[config.mk]
export PLATFORM = sky130hd
export DESIGN_NAME = logic_op_scheduler
export DESIGN_NICKNAME = d
export VERILOG_FILES = /design/src/rtl/logic_op_scheduler.sv
export SDC_FILE = /design/constraint.sdc
export NUM_CORES = 1
export LEC_CHECK = 0
export BUFFER_PORTS_ARGS = -buffer_cell sky130_fd_sc_hd__buf_2
export CAP_MARGIN = 10
export CELL_PAD_IN_SITES_DETAIL_PLACEMENT = 0
export CELL_PAD_IN_SITES_GLOBAL_PLACEMENT = 2
export CORE_UTILIZATION = 30
export CTS_CLUSTER_DIAMETER = 120
export CTS_CLUSTER_SIZE = 25
export DETAILED_ROUTE_END_ITERATION = 7
export GPL_ROUTABILITY_DRIVEN = 0
export PLACE_DENSITY = 0.94
export SYNTH_ARGS = -nofsm -noshare
export SYNTH_HDL_FRONTEND = slang
export SYNTH_SLANG_ARGS = --single-unit
[constraint.sdc]
create_clock -name clk -period 3.9 [get_ports clk]
set_clock_uncertainty 0.05 [all_clocks]
set_input_delay 0.195 -clock clk [delete_from_list [all_inputs] [get_ports clk]]
set_output_delay 0.195 -clock clk [all_outputs]
set_load 0.02 [all_outputs]
[src/rtl/logic_op_scheduler.sv]
// Round-robin scheduler sharing one bitwise logic unit (AND/OR/XOR/NAND) between N_REQ requesters.
// Define LOGIC_SCHED_FIXED_PRIO_EN to replace round-robin arbitration with fixed lowest-index priority.
module logic_op_scheduler #(
   parameter  int N_REQ = 4,
   parameter  int DW    = 32,
   localparam int ID_W  = $clog2(N_REQ)
) (
   input  logic                  clk,
   input  logic                  rst,
   input  logic [N_REQ-1:0]      req_valid,
   input  logic [2*N_REQ-1:0]    req_op,
   input  logic [DW*N_REQ-1:0]   req_a,
   input  logic [DW*N_REQ-1:0]   req_b,
   output logic [N_REQ-1:0]      req_ack,
   output logic                  rsp_valid,
   output logic [DW-1:0]         rsp_data,
   output logic [ID_W-1:0]       rsp_id,
   input  logic                  rsp_ready,
   output logic                  busy
);

   typedef enum logic [1:0] {
      S_IDLE,
      S_EXEC,
      S_RESP
   } state_t;

   typedef enum logic [1:0] {
      OP_AND  = 2'b00,
      OP_OR   = 2'b01,
      OP_XOR  = 2'b10,
      OP_NAND = 2'b11
   } op_t;

   state_t            state_q, state_d;
   logic [ID_W-1:0]   win_q, win_d;
   logic [1:0]        op_q, op_d;
   logic [DW-1:0]     a_q, a_d, b_q, b_d;
   logic [N_REQ-1:0]  ack_q, ack_d;
   logic              rsp_valid_q, rsp_valid_d;
   logic [DW-1:0]     rsp_data_q, rsp_data_d;
   logic [ID_W-1:0]   rsp_id_q, rsp_id_d;
   logic              busy_q, busy_d;

   logic [ID_W-1:0]   base_ptr;
   logic [ID_W:0]     cand;
   logic              grant_found;
   logic [ID_W-1:0]   grant_idx;
   logic [1:0]        grant_op;
   logic [DW-1:0]     grant_a, grant_b;
   logic [N_REQ-1:0]  grant_oh;

   function automatic logic [DW-1:0] logic_fn(input logic [1:0] op,
                                              input logic [DW-1:0] a,
                                              input logic [DW-1:0] b);
      case (op_t'(op))
         OP_AND:  logic_fn = a & b;
         OP_OR:   logic_fn = a | b;
         OP_XOR:  logic_fn = a ^ b;
         default: logic_fn = ~(a & b);
      endcase
   endfunction

`ifdef LOGIC_SCHED_FIXED_PRIO_EN
   assign base_ptr = '0;
`else
   logic [ID_W-1:0] ptr_q, ptr_d;

   always_comb begin
      ptr_d = ptr_q;
      if (state_q == S_RESP && rsp_ready) begin
         ptr_d = (win_q == ID_W'(N_REQ - 1)) ? '0 : win_q + ID_W'(1);
      end
   end

   always_ff @(posedge clk or posedge rst) begin
      if (rst) begin
         ptr_q <= '0;
      end else begin
         ptr_q <= ptr_d;
      end
   end

   assign base_ptr = ptr_q;
`endif

   // Scan upward from base_ptr, wrapping at N_REQ-1; the first valid index wins.
   always_comb begin
      grant_found = 1'b0;
      grant_idx   = '0;
      cand        = '0;
      for (int i = 0; i < N_REQ; i++) begin
         cand = {1'b0, base_ptr} + (ID_W+1)'(i);
         if (cand >= (ID_W+1)'(N_REQ)) begin
            cand = cand - (ID_W+1)'(N_REQ);
         end
         if (!grant_found && req_valid[cand[ID_W-1:0]]) begin
            grant_found = 1'b1;
            grant_idx   = cand[ID_W-1:0];
         end
      end
   end

   always_comb begin
      grant_op = '0;
      grant_a  = '0;
      grant_b  = '0;
      grant_oh = '0;
      for (int i = 0; i < N_REQ; i++) begin
         if (grant_idx == ID_W'(i)) begin
            grant_op    = req_op[2*i +: 2];
            grant_a     = req_a[i*DW +: DW];
            grant_b     = req_b[i*DW +: DW];
            grant_oh[i] = 1'b1;
         end
      end
   end

   always_comb begin
      // NOTE: every _d starts from its hold value (ack from zero) so no path through the case can infer a latch.
      state_d     = state_q;
      win_d       = win_q;
      op_d        = op_q;
      a_d         = a_q;
      b_d         = b_q;
      ack_d       = '0;
      rsp_valid_d = rsp_valid_q;
      rsp_data_d  = rsp_data_q;
      rsp_id_d    = rsp_id_q;
      case (state_q)
         S_IDLE: begin
            if (grant_found) begin
               win_d   = grant_idx;
               op_d    = grant_op;
               a_d     = grant_a;
               b_d     = grant_b;
               ack_d   = grant_oh;
               state_d = S_EXEC;
            end
         end
         S_EXEC: begin
            rsp_data_d  = logic_fn(op_q, a_q, b_q);
            rsp_id_d    = win_q;
            rsp_valid_d = 1'b1;
            state_d     = S_RESP;
         end
         S_RESP: begin
            if (rsp_ready) begin
               rsp_valid_d = 1'b0;
               state_d     = S_IDLE;
            end
         end
         default: state_d = S_IDLE;
      endcase
      busy_d = (state_d != S_IDLE);
   end

   always_ff @(posedge clk or posedge rst) begin
      if (rst) begin
         state_q     <= S_IDLE;
         win_q       <= '0;
         op_q        <= '0;
         a_q         <= '0;
         b_q         <= '0;
         ack_q       <= '0;
         rsp_valid_q <= 1'b0;
         rsp_data_q  <= '0;
         rsp_id_q    <= '0;
         busy_q      <= 1'b0;
      end else begin
         // NOTE: non-blocking assignments make every register here sample the pre-edge values of the others.
         state_q     <= state_d;
         win_q       <= win_d;
         op_q        <= op_d;
         a_q         <= a_d;
         b_q         <= b_d;
         ack_q       <= ack_d;
         rsp_valid_q <= rsp_valid_d;
         rsp_data_q  <= rsp_data_d;
         rsp_id_q    <= rsp_id_d;
         busy_q      <= busy_d;
      end
   end

   assign req_ack   = ack_q;
   assign rsp_valid = rsp_valid_q;
   assign rsp_data  = rsp_data_q;
   assign rsp_id    = rsp_id_q;
   assign busy      = busy_q;

endmodule

## Word level (Yosys, flattened, before mapping)

Index checks and enable logic that the tools add are counted.

- Register bits: 112
- Input bits: 271
- Output and inout bits: 40
- Logic and storage cells: 99

- $add $sub $neg: 8
- Order comparisons: 8
- Equal/unequal tests: 9
- Mux-type cells: 45
- Bitwise operators: 4
- Reduce and logical (&&, ||, !) cells: 14

Operators by type and width:

| operator | number |
|---|---|
| $mux W32 | 8 |
| $pmux W32 S3 | 1 |
| $and A32 B32 Y32 | 1 |
| $not A32 Y32 | 1 |
| $or A32 B32 Y32 | 1 |
| $xor A32 B32 Y32 | 1 |
| $mux W2 | 15 |
| $mux W1 | 13 |
| $lt A2 B3 Y1 const B | 4 |
| $eq A2 B2 Y1 const B | 5 |
| $ge A3 B3 Y1 const B | 3 |
| $bmux W1 S2 | 4 |
| $mux W4 | 2 |
| $sub A2 B1 Y2 const B | 4 |
| $add A2 B2 Y3 const B | 2 |
| $eq A2 B1 Y1 const B | 3 |
| $logic_not A2 Y1 | 3 |
| $pmux W2 S3 | 1 |
| $logic_and A1 B1 Y1 | 4 |
| $reduce_and A2 Y1 | 2 |
| $reduce_bool A2 Y1 | 2 |
| $add A2 B1 Y3 const B | 1 |
| $ge A2 B3 Y1 const B | 1 |
| $logic_not A1 Y1 | 3 |
| 3 further kinds | 3 |

## Depth between registers and ports, before layout

- Word-level depth: 19
- Gate-level depth with buffers: 10
- Mapped depth without buffers: 6

## Least setup slack after synthesis

No wires, ideal clock.

- Path kind: reg-to-reg
- From: reg ptr_q[1] (netlist: base_ptr[1])
- To: reg a_q[0]
- Setup time: 126 ps
- Data arrival time: 2,004 ps
- Required time: 3,724 ps
- Path slack: 1,720 ps
- Cell stages (with the launch flop): 8
- Path buffers: 2
- Clock period less this slack: 2,180 ps
- Cells stage by stage: dfrtp_1 buf_2 mux2i_1 nor2_1 nor3_4 clkbuf_1 mux2_2 a221o_1

- Word-level cells in the longest chain between the ends: 19
- Elaborated cells between the ends (all ways): 46
- Those cells by class: add/sub: 7; order compare: 4; eq/ne: 3; mux: 24; reduce/logical: 8

Ends and longest elaborated chain:

| what | RTL line | source |
|---|---|---|
| start, declared | 67 | `logic [ID_W-1:0] ptr_q, ptr_d;` |
| start signal, assigned | 80 | `ptr_q <= ptr_d;` |
| parallel branches: the longest is 19 deep, another holds $add A2 B1 Y3 | -- |  |
| end signal, assigned | 163 | `a_q <= '0;` |
| end signal, assigned | 175 | `a_q <= a_d;` |
| end, declared | 38 | `logic [DW-1:0] a_q, a_d, b_q, b_d;` |

Several ways; the timed one is not identified. The select of a mux whose other input is x is not followed.
A chain may end at the register's enable or synchronous reset.

## Worst setup path in the final report

- From: reg ptr_q[1] (netlist: base_ptr[1])
- To: reg b_q[16]

- Word-level cells in the longest chain between the ends: 19
- Elaborated cells between the ends (all ways): 46
- Those cells by class: add/sub: 7; order compare: 4; eq/ne: 3; mux: 24; reduce/logical: 8

Ends and longest elaborated chain:

| what | RTL line | source |
|---|---|---|
| parallel branches: the longest is 19 deep, another holds $add A2 B1 Y3 | -- |  |
| end signal, assigned | 164 | `b_q <= '0;` |
| end signal, assigned | 176 | `b_q <= b_d;` |
| end, declared | 38 |  |

Several ways; the timed one is not identified. The select of a mux whose other input is x is not followed.

==> impl_results.html <==
<table>
<tr><th>Metric</th><th>Value</th></tr>
<tr><th colspan="2">Worst setup path</th></tr>
<tr><td>Element type at the critical path end</td><td>flop</td></tr>
<tr><td>Biggest cell delay along the critical path</td><td>0.49 ns</td></tr>
<tr><td>Largest delay share family, worst path</td><td>multiplexers</td></tr>
<tr><td>Buffer and inverter count on the worst path</td><td>1</td></tr>
<tr><td>Worst R2R Start</td><td>base_ptr[1]</td></tr>
<tr><td>R2R cell count</td><td>6</td></tr>
<tr><td>Largest driver fanout on the critical path</td><td>62</td></tr>
<tr><td>Data arrival time of the critical path</td><td>2.75 ns</td></tr>
<tr><td>Path type of the worst setup path</td><td>reg -&gt; reg</td></tr>
<tr><td>Critical-path cell list</td><td>mux2i_1 &gt; nor2_4 &gt; nor3_4 &gt; buf_12 &gt; mux2_2 &gt; a221o_1</td></tr>
<tr><td>Cell with the largest stage delay on the worst path</td><td>dfrtp_1</td></tr>
<tr><td>Worst Setup Start Kind</td><td>flop</td></tr>
<tr><td>Setup slack on the worst flop-to-flop path</td><td>1.34 ns</td></tr>
<tr><td>Required time of the critical path</td><td>4.09 ns</td></tr>
<tr><td>R2R Path End</td><td>b_q[16]</td></tr>
<tr><th colspan="2">Layout</th></tr>
<tr><td>Combined flip-flop and latch cell area</td><td>2808 um^2</td></tr>
<tr><td>Net count, final</td><td>1465</td></tr>
<tr><td>Synth-to-layout area growth</td><td>25.42%</td></tr>
<tr><td>Fill cells</td><td>2769</td></tr>
<tr><td>Area of combinational cells with multiple inputs</td><td>5026 um^2</td></tr>
<tr><td>Fraction of final layout cells sized beyond drive strength 1</td><td>42.50%</td></tr>
<tr><th colspan="2">Clock tree</th></tr>
<tr><td>Register clock-pin slew on the reported worst setup and hold paths</td><td>0.08 ns</td></tr>
<tr><td>Number of H-tree levels</td><td>3</td></tr>
<tr><td>CTS Root Buffer Type</td><td>clkbuf_16</td></tr>
<tr><td>Clock latency at the later pin of the worst-skew pair</td><td>0.36 ns</td></tr>
<tr><td>Clock tree from TritonCTS</td><td>built</td></tr>
<tr><td>Num CTS Buffers</td><td>9</td></tr>
<tr><td>CTS Sinks</td><td>112</td></tr>
<tr><td>Maximum clock path buffer count</td><td>2</td></tr>
<tr><th colspan="2">GRT</th></tr>
<tr><td>Maximum number of pins on one net before global-route repair</td><td>72</td></tr>
<tr><td>Vias in the first global route</td><td>7943</td></tr>
<tr><td>Overall track demand over capacity in global routing</td><td>20.83%</td></tr>
<tr><td>Antenna violations before repair</td><td>3</td></tr>
<tr><td>Gr ovfl total</td><td>0</td></tr>
<tr><td>First-pass GRT wire length</td><td>45350 um</td></tr>
<tr><th colspan="2">Detailed routing</th></tr>
<tr><td>First DRT Iteration DRCs</td><td>421</td></tr>
<tr><td>Vias per Instance</td><td>5.233</td></tr>
<tr><td>Detailed-route wire length</td><td>29760 um</td></tr>
<tr><td>Total number of vias</td><td>7892</td></tr>
<tr><td>Antenna Violating Nets Remaining</td><td>0</td></tr>
<tr><td>Number of DRC violations after detailed routing</td><td>0</td></tr>
<tr><td>Wirelength per Cell</td><td>19.73 um</td></tr>
<tr><td>Router iterations before antenna repair</td><td>4</td></tr>
<tr><th colspan="2">Yosys</th></tr>
<tr><td>Synthesized netlist net count</td><td>1218</td></tr>
<tr><td>Number of enable flip-flop cells after synthesis</td><td>0</td></tr>
<tr><td>Cell Area, Synth</td><td>8422 um^2</td></tr>
<tr><td>Average cell area after synthesis</td><td>9.549 um^2</td></tr>
<tr><td>Portion of the post-synthesis area used by sequential elements</td><td>33.28%</td></tr>
<tr><td>Synth warnings</td><td>0</td></tr>
<tr><td>Dominant synthesized flop cell</td><td>dfrtp_1</td></tr>
<tr><td>Distinct cell type count of the synthesized netlist</td><td>38</td></tr>
<tr><td>Async SR Flop Fraction</td><td>100.0%</td></tr>
<tr><td>Synthesis-stage register bit count</td><td>112</td></tr>
<tr><td>Post-synthesis instance total</td><td>882</td></tr>
<tr><th colspan="2">STA</th></tr>
<tr><td>Worst Hold Margin</td><td>0.04383 ns</td></tr>
<tr><td>Pin slew with the least headroom to its limit</td><td>0.9989 ns</td></tr>
<tr><td>Final hold violation count</td><td>0</td></tr>
<tr><td>Time the worst path needs with I/O delays and setup</td><td>2.560 ns</td></tr>
<tr><td>Setup repair after global routing missed its margin</td><td>no</td></tr>
<tr><td>Setup violation total in the final timing report</td><td>0</td></tr>
<tr><td>Maximum clock rate</td><td>390.6 MHz</td></tr>
<tr><td>Final Slew Violations</td><td>0</td></tr>
<tr><td>Final clock period utilization by the worst path</td><td>65.65%</td></tr>
<tr><td>Max-slew headroom</td><td>33.41%</td></tr>
<tr><td>Setup TNS</td><td>0 ns</td></tr>
<tr><th colspan="2">Power and ir drop</th></tr>
<tr><td>Leakage Power</td><td>0.005041 uW</td></tr>
<tr><td>Maximum vdd ir drop</td><td>0.2957 mV</td></tr>
<tr><td>Power per Cell Area</td><td>735.6 nW/um^2</td></tr>
<tr><td>PnR Total Power</td><td>7770 uW</td></tr>
<tr><th colspan="2">Floorplanning</th></tr>
<tr><td>Number of rows created at floorplan</td><td>60</td></tr>
<tr><td>Die boundary width</td><td>169.6 um</td></tr>
<tr><td>Number of top-level pins</td><td>311</td></tr>
<tr><td>Die Span Y</td><td>169.6 um</td></tr>
<tr><td>Core box area</td><td>27250 um^2</td></tr>
<tr><td>Floorplan die area</td><td>28750 um^2</td></tr>
<tr><td>Starting density of the core</td><td>30.90%</td></tr>
<tr><th colspan="2">Outcome</th></tr>
<tr><td>Outcome</td><td>finished, final reports clean</td></tr>
<tr><th colspan="2">Placed design</th></tr>
<tr><td>Total half-perimeter wirelength after legalization and detailed placement</td><td>20900 um</td></tr>
<tr><td>Port Buf Inserts</td><td>310</td></tr>
<tr><th colspan="2">Worst hold path</th></tr>
<tr><td>Hold Crit Class</td><td>in -&gt; reg</td></tr>
<tr><td>Cell depth of the worst min-delay path</td><td>2</td></tr>
<tr><td>Destination of the worst hold path</td><td>state_q[1]</td></tr>
<tr><td>Launch point of the worst hold path</td><td>rsp_ready</td></tr>
<tr><th colspan="2">Job</th></tr>
<tr><td>Count of max-cap constraint violations</td><td>0</td></tr>
</table>
[area by class of cell]
| cell class | count | area share (%) |
|---|---|---|
| clock inverter | 6 | 0.4264 |
| multi-input combinational | 610 | 47.58 |
| sequential | 112 | 26.58 |
| clock buffer | 10 | 2.168 |
| timing repair buffer | 328 | 16.35 |
| inverter | 68 | 2.440 |
| tap | 372 | 4.407 |
| antenna | 2 | 0.04738 |
[metal layers]
metal | track usage (%) | part of all wire (%)
met1 | 26.78 | 45
met2 | 36.14 | 49
met3 | 3.475 | 4.6
met4 | 5.170 | 1.3
met5 | 0 | 0.034
[per-stage QoR]
step	cell area [um^2]	cells	setup slack [ns]	util, %
6_report	10560	1508	1.340	38.76
5_1_grt	10560	1508	1.129	38.76
4_1_cts	10560	1506	1.326	38.74
3_5_place_dp	10270	1489	1.348	37.70
3_3_place_gp	10270	1489	1.407	37.70
2_1_floorplan	8422	882	0.6960	-
[cell usage after synthesis, types with 2 or more instances]
library cell  count  area [um^2]
a211oi_1         17        127.6
ha_1             65        813.3
o21ai_0          67        335.3
dfrtp_1         112         2803
nand2b_1          3        18.77
or2_2             3        18.77
inv_1            67        251.5
nand4_1          49        306.5
nor2_1            5        18.77
nand2_1          69        259.0
buf_2            12        60.06
buf_6             3        33.78
a21oi_1          52        260.3
mux2_2          114         1284
mux2_1            2        22.52
nor3_1            2        10.01
a221oi_1          7        61.31
a221oi_2         10        150.1
clkbuf_1         54        202.7
a221o_1          49        490.5
mux2i_1          18        180.2
buf_1            21        78.83
o31a_1           17        148.9
o31ai_1          50        375.4
[cells in the final DEF, fill, tap and decap left out, drive strengths merged, types with 5 or more instances in the layout]
cell type and count:
mux2 116, buf 327, a221oi 17, mux2i 18, dfrtp 112, o21ai 67, o31ai 50, a211oi 17
clkbuf 10, nand2 69, inv 69, o31a 17, a221o 49, nand4 49, nor2 5, a21oi 53
ha 65
[flip-flops by register name, summed over array words and instances (netlist names)]
name	count
a_q	32
b_q	32
rsp_data	32
req_ack	4
base_ptr	2
op_q	2
rsp_id	2
state_q	2
win_q	2
busy	1
rsp_valid	1
[cells by family after synthesis]
| logic type | Yosys count | synth area share, % |
|---|---|---|
| AOI/OAI and AO/OA | 275 | 23.80 |
| buffers and inverters | 160 | 7.636 |
| and+or+nand+nor | 136 | 7.978 |
| muxes | 134 | 17.65 |
| DFF | 112 | 33.28 |
| adders and majority gates | 65 | 9.657 |
[power breakdown]
part,switching (uW),internal (uW)
Clock,464,438
Sequential,627,1740
Combinational,2470,2020
Total,3570,4200
[worst max path at each step]
stage                  to  depth (start not counted)         from  slack (ns)
3_5_place_dp      b_q[16]                          6  base_ptr[1]        1.35
3_3_place_gp   req_ack[1]                          5  base_ptr[1]        1.41
5_1_grt           b_q[24]                          6  base_ptr[1]        1.13
4_1_cts           b_q[16]                          6  base_ptr[1]        1.33
2_1_floorplan      a_q[0]                          1          rst        0.70
6_report          b_q[16]                          6  base_ptr[1]        1.34
[timing repair]
item,in CTS,in global routing
hold endpoints to repair,51,0
hold buffers,1,0
setup buffers,0,0
resized for setup,0,0
(Power assumes the default switching activity.)
